--- src/rtl/ram_pkg.sv ---
// Shared types and helpers for the simple-dual-port RAM.
// Holds the FSM state type, read-during-write mode constants and lane merge.
package ram_pkg;

    typedef enum logic {
        S_INIT  = 1'b0,
        S_READY = 1'b1
    } state_e;

    localparam int RDW_OLD = 0;
    localparam int RDW_NEW = 1;

    function automatic logic [7:0] lane_merge(
        input logic       en,
        input logic [7:0] new_b,
        input logic [7:0] old_b
    );
        return en ? new_b : old_b;
    endfunction

endpackage

--- src/rtl/ram_init_ctrl.sv ---
// Init sequencer: fills the array with INIT_VAL after reset or clr.
// Ports: clk_i/rst_ni, user write/read strobes in; muxed array write, rd_en_o, init_done_o out.
module ram_init_ctrl
    import ram_pkg::*;
#(
    parameter int                DATA_W   = 8,
    parameter int                ADDR_W   = 6,
    parameter logic [DATA_W-1:0] INIT_VAL = '0
) (
    input  logic                clk_i,
    input  logic                rst_ni,
    input  logic                clr_i,
    input  logic                we_i,
    input  logic [DATA_W/8-1:0] be_i,
    input  logic [ADDR_W-1:0]   waddr_i,
    input  logic [DATA_W-1:0]   wdata_i,
    input  logic                re_i,
    output logic                mem_we_o,
    output logic [DATA_W/8-1:0] mem_be_o,
    output logic [ADDR_W-1:0]   mem_addr_o,
    output logic [DATA_W-1:0]   mem_data_o,
    output logic                rd_en_o,
    output logic                init_done_o
);

    state_e            state_q, state_d;
    logic [ADDR_W:0]   cnt_q, cnt_d;

    always_ff @(posedge clk_i or negedge rst_ni) begin
        if (!rst_ni) begin
            state_q <= S_INIT;
            cnt_q   <= '0;
        end else begin
            state_q <= state_d;
            cnt_q   <= cnt_d;
        end
    end

    always_comb begin
        state_d    = state_q;
        cnt_d      = cnt_q;
        mem_we_o   = 1'b0;
        mem_be_o   = '0;
        mem_addr_o = waddr_i;
        mem_data_o = wdata_i;
        rd_en_o    = 1'b0;
        unique case (state_q)
            S_INIT: begin
                mem_we_o   = 1'b1;
                mem_be_o   = '1;
                mem_addr_o = cnt_q[ADDR_W-1:0];
                mem_data_o = INIT_VAL;
                cnt_d      = cnt_q + (ADDR_W+1)'(1);
                // MSB sets once the write to DEPTH-1 is issued
                if (cnt_d[ADDR_W]) begin
                    state_d = S_READY;
                end
            end
            S_READY: begin
                if (clr_i) begin
                    state_d = S_INIT;
                    cnt_d   = '0;
                end else begin
                    mem_we_o = we_i;
                    mem_be_o = be_i;
                    rd_en_o  = re_i;
                end
            end
        endcase
    end

    assign init_done_o = (state_q == S_READY);

endmodule

--- src/rtl/ram_sdp.sv ---
// Simple-dual-port RAM with byte enables, RDW mode, optional output reg.
// Ports: write port (we/be/write_addr/data), read port (re/read_addr/out/rd_valid), clr, init_done.
module ram_sdp
    import ram_pkg::*;
#(
    parameter int                DATA_W   = 8,
    parameter int                ADDR_W   = 6,
    parameter int                OUT_REG  = 0,
    parameter int                RDW_MODE = 0,
    parameter logic [DATA_W-1:0] INIT_VAL = '0
) (
    input  logic                clk,
    input  logic                rst_n,
    input  logic                clr,
    input  logic                we,
    input  logic [DATA_W/8-1:0] be,
    input  logic [ADDR_W-1:0]   write_addr,
    input  logic [DATA_W-1:0]   data,
    input  logic                re,
    input  logic [ADDR_W-1:0]   read_addr,
    output logic [DATA_W-1:0]   out,
    output logic                rd_valid,
    output logic                init_done
);

    localparam int DEPTH = 2**ADDR_W;
    localparam int BE_W  = DATA_W/8;

    logic              mem_we;
    logic [BE_W-1:0]   mem_be;
    logic [ADDR_W-1:0] mem_addr;
    logic [DATA_W-1:0] mem_data;
    logic              rd_en;

    logic [DATA_W-1:0] mem_q [DEPTH];
    logic [DATA_W-1:0] old_w;
    logic [DATA_W-1:0] rdata_d, rdata_q;
    logic              rvalid_q;

    ram_init_ctrl #(
        .DATA_W   (DATA_W),
        .ADDR_W   (ADDR_W),
        .INIT_VAL (INIT_VAL)
    ) u_ctrl (
        .clk_i       (clk),
        .rst_ni      (rst_n),
        .clr_i       (clr),
        .we_i        (we),
        .be_i        (be),
        .waddr_i     (write_addr),
        .wdata_i     (data),
        .re_i        (re),
        .mem_we_o    (mem_we),
        .mem_be_o    (mem_be),
        .mem_addr_o  (mem_addr),
        .mem_data_o  (mem_data),
        .rd_en_o     (rd_en),
        .init_done_o (init_done)
    );

    // Array has no reset; the init sequencer is what clears it.
    always_ff @(posedge clk) begin
        if (mem_we) begin
            for (int i = 0; i < BE_W; i++) begin
                if (mem_be[i]) begin
                    mem_q[mem_addr][8*i +: 8] <= mem_data[8*i +: 8];
                end
            end
        end
    end

    // Plain array read gives old data; new-data mode forwards enabled lanes.
    always_comb begin
        old_w   = mem_q[read_addr];
        rdata_d = old_w;
        if (RDW_MODE == RDW_NEW && mem_we && mem_addr == read_addr) begin
            for (int i = 0; i < BE_W; i++) begin
                rdata_d[8*i +: 8] = lane_merge(mem_be[i],
                                               mem_data[8*i +: 8],
                                               old_w[8*i +: 8]);
            end
        end
    end

    always_ff @(posedge clk or negedge rst_n) begin
        if (!rst_n) begin
            rdata_q  <= '0;
            rvalid_q <= 1'b0;
        end else begin
            rvalid_q <= rd_en;
            if (rd_en) begin
                rdata_q <= rdata_d;
            end
        end
    end

    if (OUT_REG != 0) begin : g_oreg
        logic [DATA_W-1:0] pdata_q;
        logic              pvalid_q;

        always_ff @(posedge clk or negedge rst_n) begin
            if (!rst_n) begin
                pdata_q  <= '0;
                pvalid_q <= 1'b0;
            end else begin
                pvalid_q <= rvalid_q;
                if (rvalid_q) begin
                    pdata_q <= rdata_q;
                end
            end
        end

        assign out      = pdata_q;
        assign rd_valid = pvalid_q;
    end else begin : g_noreg
        assign out      = rdata_q;
        assign rd_valid = rvalid_q;
    end

endmodule

--- config.mk ---
export PLATFORM = sky130hd
export DESIGN_NAME = ram_sdp
export DESIGN_NICKNAME = d
export VERILOG_FILES = /design/src/rtl/ram_pkg.sv /design/src/rtl/ram_init_ctrl.sv /design/src/rtl/ram_sdp.sv
export SDC_FILE = /design/constraint.sdc
export NUM_CORES = 1
export LEC_CHECK = 0
export ABC_CLOCK_PERIOD_IN_PS = 6170
export CAP_MARGIN = 5
export CORE_AREA = 2 2 207 209
export CTS_BUF_LIST = sky130_fd_sc_hd__clkbuf_8
export CTS_CLUSTER_SIZE = 30
export DETAILED_ROUTE_END_ITERATION = 7
export DIE_AREA = 0 0 209 211
export PLACE_DENSITY = 0.7
export SYNTH_ARGS = -nofsm -noshare
export SYNTH_HDL_FRONTEND = slang
export SYNTH_HIERARCHICAL = 1
export SYNTH_SLANG_ARGS = --single-unit
--- constraint.sdc ---
create_clock -name clk -period 6.17 [get_ports clk]
set_input_delay 0.617 -clock clk [delete_from_list [all_inputs] [get_ports clk]]
set_output_delay 0.617 -clock clk [all_outputs]
set_load 0.03 [all_outputs]
==> metrics.yaml, run 1 <==
fin_setup_tns_ps: 0
criticalPathCategory: "register to register"
cp_top_family: "simple AND/OR/NAND/NOR gates"
relSlewSlack_pct: 15.00
cts_buffers: 80
die-height_um: 211
crit_buf_inv: 0
gp_congestion: 0.7833
critPathMaxStageDelay_ps: 880
antenna_found_initial: 1
vdd_drop_max_mv: 0.1463
cp_max_fo: 30
fin_area_um2: 23040
grt_pass1_wl_mm: 63.08
wl_per_cell_um: 25.26
post-synth-top-area-cell: "edfxtp_1"
firstDrtPassIters: 5
totalWireLength_mm: 42.36
path_clk_slew_ps: 60
synth_cells: 1003
final.min_clock_period_ps: 3152
synth_top_area_share_pct: 73.93
multi_input_area_um2: 4682
die_w_um: 209
slew_violations: 0
timing.final.crit_share_pct: 51.08
p_per_area_nw_per_um2: 283.7
outcome: "complete, no violations"
crit_path_start: "u_ctrl/init_done_o$_DFF_PN0_"
viasPerCell: 5.911
drc: 0
diodes: 0
ys_types: 36
ys_top_cells_by_count: "edfxtp_1 (512), mux4_2 (120), nor2_1 (76)"
synth_most_common_cell: "edfxtp_1"
max_freq_mhz: 317.3
synth_edf_count: 512
drv_cap: 0
num_vias: 9912
core-area_um2: 41760
hold_viol: 0
drive_above_1_share_pct: 24.34
final-setup-viol-count: 0
row_count: 75
synth_area_um2: 20800
synth_top_family_by_area: "multiplexers"
finalPower_mw: 6.535
slowest_stage: "nor2_1"
holdWs_ps: 551.5
die-area_um2: 44100
floorplan.initialDensity_pct: 49.80
clock_skew_ps: 28.11
cts_tree: "yes"
synth-seq-area-share_pct: 75.98
muxShareOfSynthArea_pct: 16.98
syn_to_final_growth_pct: 10.78
cts-root-buf: "clkbuf_8"
synthTopCellsByArea: "edfxtp_1 (74%), mux4_2 (13%), mux2_2 (2.1%)"
ctsHoldBuffers: 0
crit_path_start_kind: "register"
post-cts-setup-buffer-count: 0
leakagePower_nw: 6.017
yosys_warnings: 6
hold_path_class: "primary input to asynchronous set/reset pin"
cts.repair.resized: 0
grt_max_degree: 80
crit_required_ps: 6400
cp_data_arrival_time_ps: 3380
worstPathCellList: "mux2_2 -> nor2_1 -> nand2_1 -> nor2_1"
drt_iter0_markers: 1056
synth-xor-area-share_pct: 0
fillers: 3082
rsz0062_at_grt: "false"
end_kind: "register"
clock_latency_ps: 610
dp_hpwl_mm: 25.35
io_buffer_count: 35
tightest_slew_ps: 1275
clk_path_buf_depth: 3
synth_compound_area_share_pct: 2.280
ios: 36
reg2reg_slack_ps: 3020
synthAdderAreaFrac_pct: 0.06016
syn-num-nets: 1030
ys_ff_latch: 529
htree_levels: 3
drt.antenna.violating_nets: 0
grt-ovfl-total: 0
synthArstFlopShare_pct: 3.214
seq_area_um2: 15800
clock-sinks: 529
grt_pass1_vias: 10220
syn_area_per_cell_um2: 20.73
placed_area_um2: 21650
yosys.area_share.simple_pct: 3.147
crit_top_cell: "nor2_1"
synthFlopType: "edfxtp_1"
fin_nets: 1103
r2r_start: "u_ctrl/init_done_o$_DFF_PN0_"
grt_util_all_layers_pct: 19.55
[kinds of logic (layout without fill, tap and decap cells)]
logic type / Yosys count / after routing
flops: 529 / 529
mux: 198 / 198
buf+inv: 68 / 203
fa+ha+maj: 1 / 1
simple gates: 144 / 144
compound gates: 63 / 63
[power by group]
part	internal, mW	total (mW)	switching, mW	leakage, nW
clock	1.24	2.51	1.26	0.783
combinational	0.0640	0.147	0.0834	1.48
sequential	3.88	3.88	0	3.75
[worst register-to-register path: cells and delay by family, from the launching register on]
kind | cells | cell delay, ps
and+or+nand+nor | 3 | 1480
DFF | 1 | 860
muxes | 1 | 450
[worst paths after layout]
check / endpoint / cells past startpoint
setup / recovery: mem_q[12][3]$_DFFE_PP_ / 4
hold reg to reg: u_ctrl/cnt_q[0]$_DFFE_PN0P_ / 1
hold / removal: out[4]$_DFFE_PN0P_ / 1
max in group asynchronous: out[5]$_DFFE_PN0P_ / 1
setup reg to reg: mem_q[12][3]$_DFFE_PP_ / 4
min in group clk: u_ctrl/cnt_q[0]$_DFFE_PN0P_ / 1
[routing by layer]
metal  global-route usage [%]  part of all wire [%]
met1                    26.90                    42
met4                    6.305                   1.6
met5                        0                     0
met3                    4.609                   7.4
met2                    31.32                    49
[state kept, by name (all words and copies together), names as in the netlist]
signal / flops
u_ctrl/init_done_o: 1
out: 8
u_ctrl/cnt_q: 7
rd_valid: 1
mem_q: 512
[per-stage QoR]
step / instances / util (%) / setup slack [ps]
finish: 1677 / 55.17 / 3018
global route: 1677 / 55.17 / 2814
CTS: 1677 / 55.17 / 3072
detailed placement: 1533 / 51.84 / 2786
global placement: 1533 / 51.84 / 2807
floorplan: 1003 / - / 3364
[cell type report]
| type | count | area share (%) |
|---|---|---|
| clock buffers | 83 | 4.959 |
| clock inverters | 61 | 1.081 |
| inverters | 11 | 0.1792 |
| multi-input cells | 406 | 20.32 |
| flip-flops and latches | 529 | 68.59 |
| well taps | 539 | 2.927 |
| repair buffers | 48 | 1.944 |
[cells in the final DEF, fill, tap and decap left out, types with 19 or more instances in the layout]
master	n
clkdlybuf4s50_1	32
nor2_1	76
mux2i_1	40
mux2_2	38
inv_1	32
nand2_1	19
edfxtp_1	512
mux4_2	120
clkinv_1	30
clkbuf_8	83
Power figures use the tool's default switching activity.
==> inputs of run 2 (changes only) <==
- ABC_CLOCK_PERIOD_IN_PS: 6170 -> 2700
- PLACE_DENSITY: 0.7 -> 0.72
- clock period: 6.17 -> 2.7 ns (I/O delays scaled with it)
==> run 2 against run 1 <==
Critical path type is now register to output pin. Critical path depth shrank 2. Power increased by 140%. Die area is the same. Sequential cell count unchanged. Hold slack worse by 380 ps. Non-clock buffer count up 87. Via count grew 4.1%. Global-route usage grew 0.52 points. Highest routed layer unchanged. Final area is 4.1% higher. Register-to-register slack got worse by 2700 ps. Combinational power up 140%.
==> metrics.yaml, run 2 (synthesis results as in run 1) <==
totalWireLength_mm: 43.05
diodes: 0
final_cell_mix: "edfxtp_1 (512), mux4_2 (120), buf_4 (87), clkbuf_8 (83), nor2_1 (76)"
final_common_cell: "edfxtp_1"
largest_reg_flops: 512
max_freq_mhz: 409.4
firstDrtPassIters: 5
tightest_slew_ps: 920.6
timing.final.crit_share_pct: 90.47
htree_levels: 3
path_clk_slew_ps: 60
io_buffer_count: 35
relSlewSlack_pct: 38.44
viasPerCell: 5.852
crit_path_start: "u_ctrl/init_done_o$_DFF_PN0_"
syn_to_final_growth_pct: 15.29
hold_path_class: "primary input to asynchronous set/reset pin"
drv_cap: 0
cts_buffers: 79
ff2ff_path_depth: 4
drc: 0
cp_max_fo: 19
layoutNonFillerInstCount: 1763
clock_skew_ps: 28.15
fin_area_um2: 23980
clock_latency_ps: 620
fin_nets: 1189
outcome: "complete, no violations"
placed_area_um2: 22470
criticalPathCategory: "register to output pin"
wl_per_cell_um: 24.42
grt-ovfl-total: 0
gp_congestion: 0.8328
cp_data_arrival_time_ps: 2170
die-height_um: 211
rsz0062_at_grt: "false"
antenna_found_initial: 0
drt_iter0_markers: 974
end_kind: "output pin"
grt_util_all_layers_pct: 20.07
final.min_clock_period_ps: 2443
grt_max_degree: 65
dp.cells: 1620
drive_above_1_share_pct: 30.72
final-setup-viol-count: 0
dp_hpwl_mm: 26.81
reg2reg_slack_ps: 360
crit_required_ps: 2430
die-area_um2: 44100
leakagePower_nw: 6.592
vdd_drop_max_mv: 0.3148
p_per_area_nw_per_um2: 641.0
clock-sinks: 529
cts-root-buf: "clkbuf_8"
regMostFlops: "mem_q"
fin_setup_tns_ps: 0
grt_pass1_wl_mm: 65.23
floorplan.initialDensity_pct: 49.80
r2r-end: "mem_q[35][4]$_DFFE_PP_"
slew_violations: 0
r2r_start: "u_ctrl/init_done_o$_DFF_PN0_"
hold_viol: 0
ios: 36
post-cts-setup-buffer-count: 0
core-area_um2: 41760
clk_path_buf_depth: 3
crit_path_start_kind: "register"
drt.antenna.violating_nets: 0
num_vias: 10320
die_w_um: 209
cts.repair.resized: 0
ctsHoldBuffers: 0
grt_pass1_vias: 10670
cts_tree: "yes"
row_count: 75
run 2: how the worst max path moves through the flow:
stage / end / slack, ps / cells after the start
6_report: init_done / 260 / 2
5_1_grt: mem_q[2][0]$_DFFE_PP_ / 140 / 7
4_1_cts: init_done / 230 / 2
3_5_place_dp: mem_q[2][7]$_DFFE_PP_ / 280 / 7
3_3_place_gp: mem_q[58][2]$_DFFE_PP_ / 350 / 7
2_1_floorplan: mem_q[38][0]$_DFFE_PP_ / -110 / 7
run 2: per-stage QoR:
step	setup WS (ps)	total power, mW	utilization [%]	hold WS, ps
2_1_floorplan	-106.1	9.273	-	-25.59
3_3_place_gp	347.4	9.389	53.82	504.7
3_5_place_dp	276.0	9.392	53.82	517.7
4_1_cts	229.1	15.50	57.42	166.4
5_1_grt	144.1	15.88	57.42	200.1
6_report	257.4	15.37	57.42	172.7
run 2: metal layers:
layer	global-route usage, %	share of wire [%]	vias to the layer above
met5	0	0	-
met4	6.773	2.7	0
met3	4.163	7.3	83
met2	33.08	49	418
met1	27.03	41	5349
li1	-	-	4467
run 2: area by class of cell:
cell class / count / area, µm²
fill: 3036 / 17780
multi-input combinational: 406 / 4682
clock buffer: 83 / 1142
tap: 539 / 674.4
clock inverter: 60 / 360.3
sequential: 529 / 15800
timing repair buffer: 135 / 1276
inverter: 11 / 41.29
run 2: critical path, stage by stage, from the launching register on:
cell and delay, ps:
dfrtp_1 580, buf_4 280, clkdlybuf4s50_1 690
run 2: where the power goes:
part	internal, mW	switching [mW]	leakage [nW]
clock network	3.24	2.92	0.840
registers	8.86	0	3.75
logic	0.167	0.185	2.00
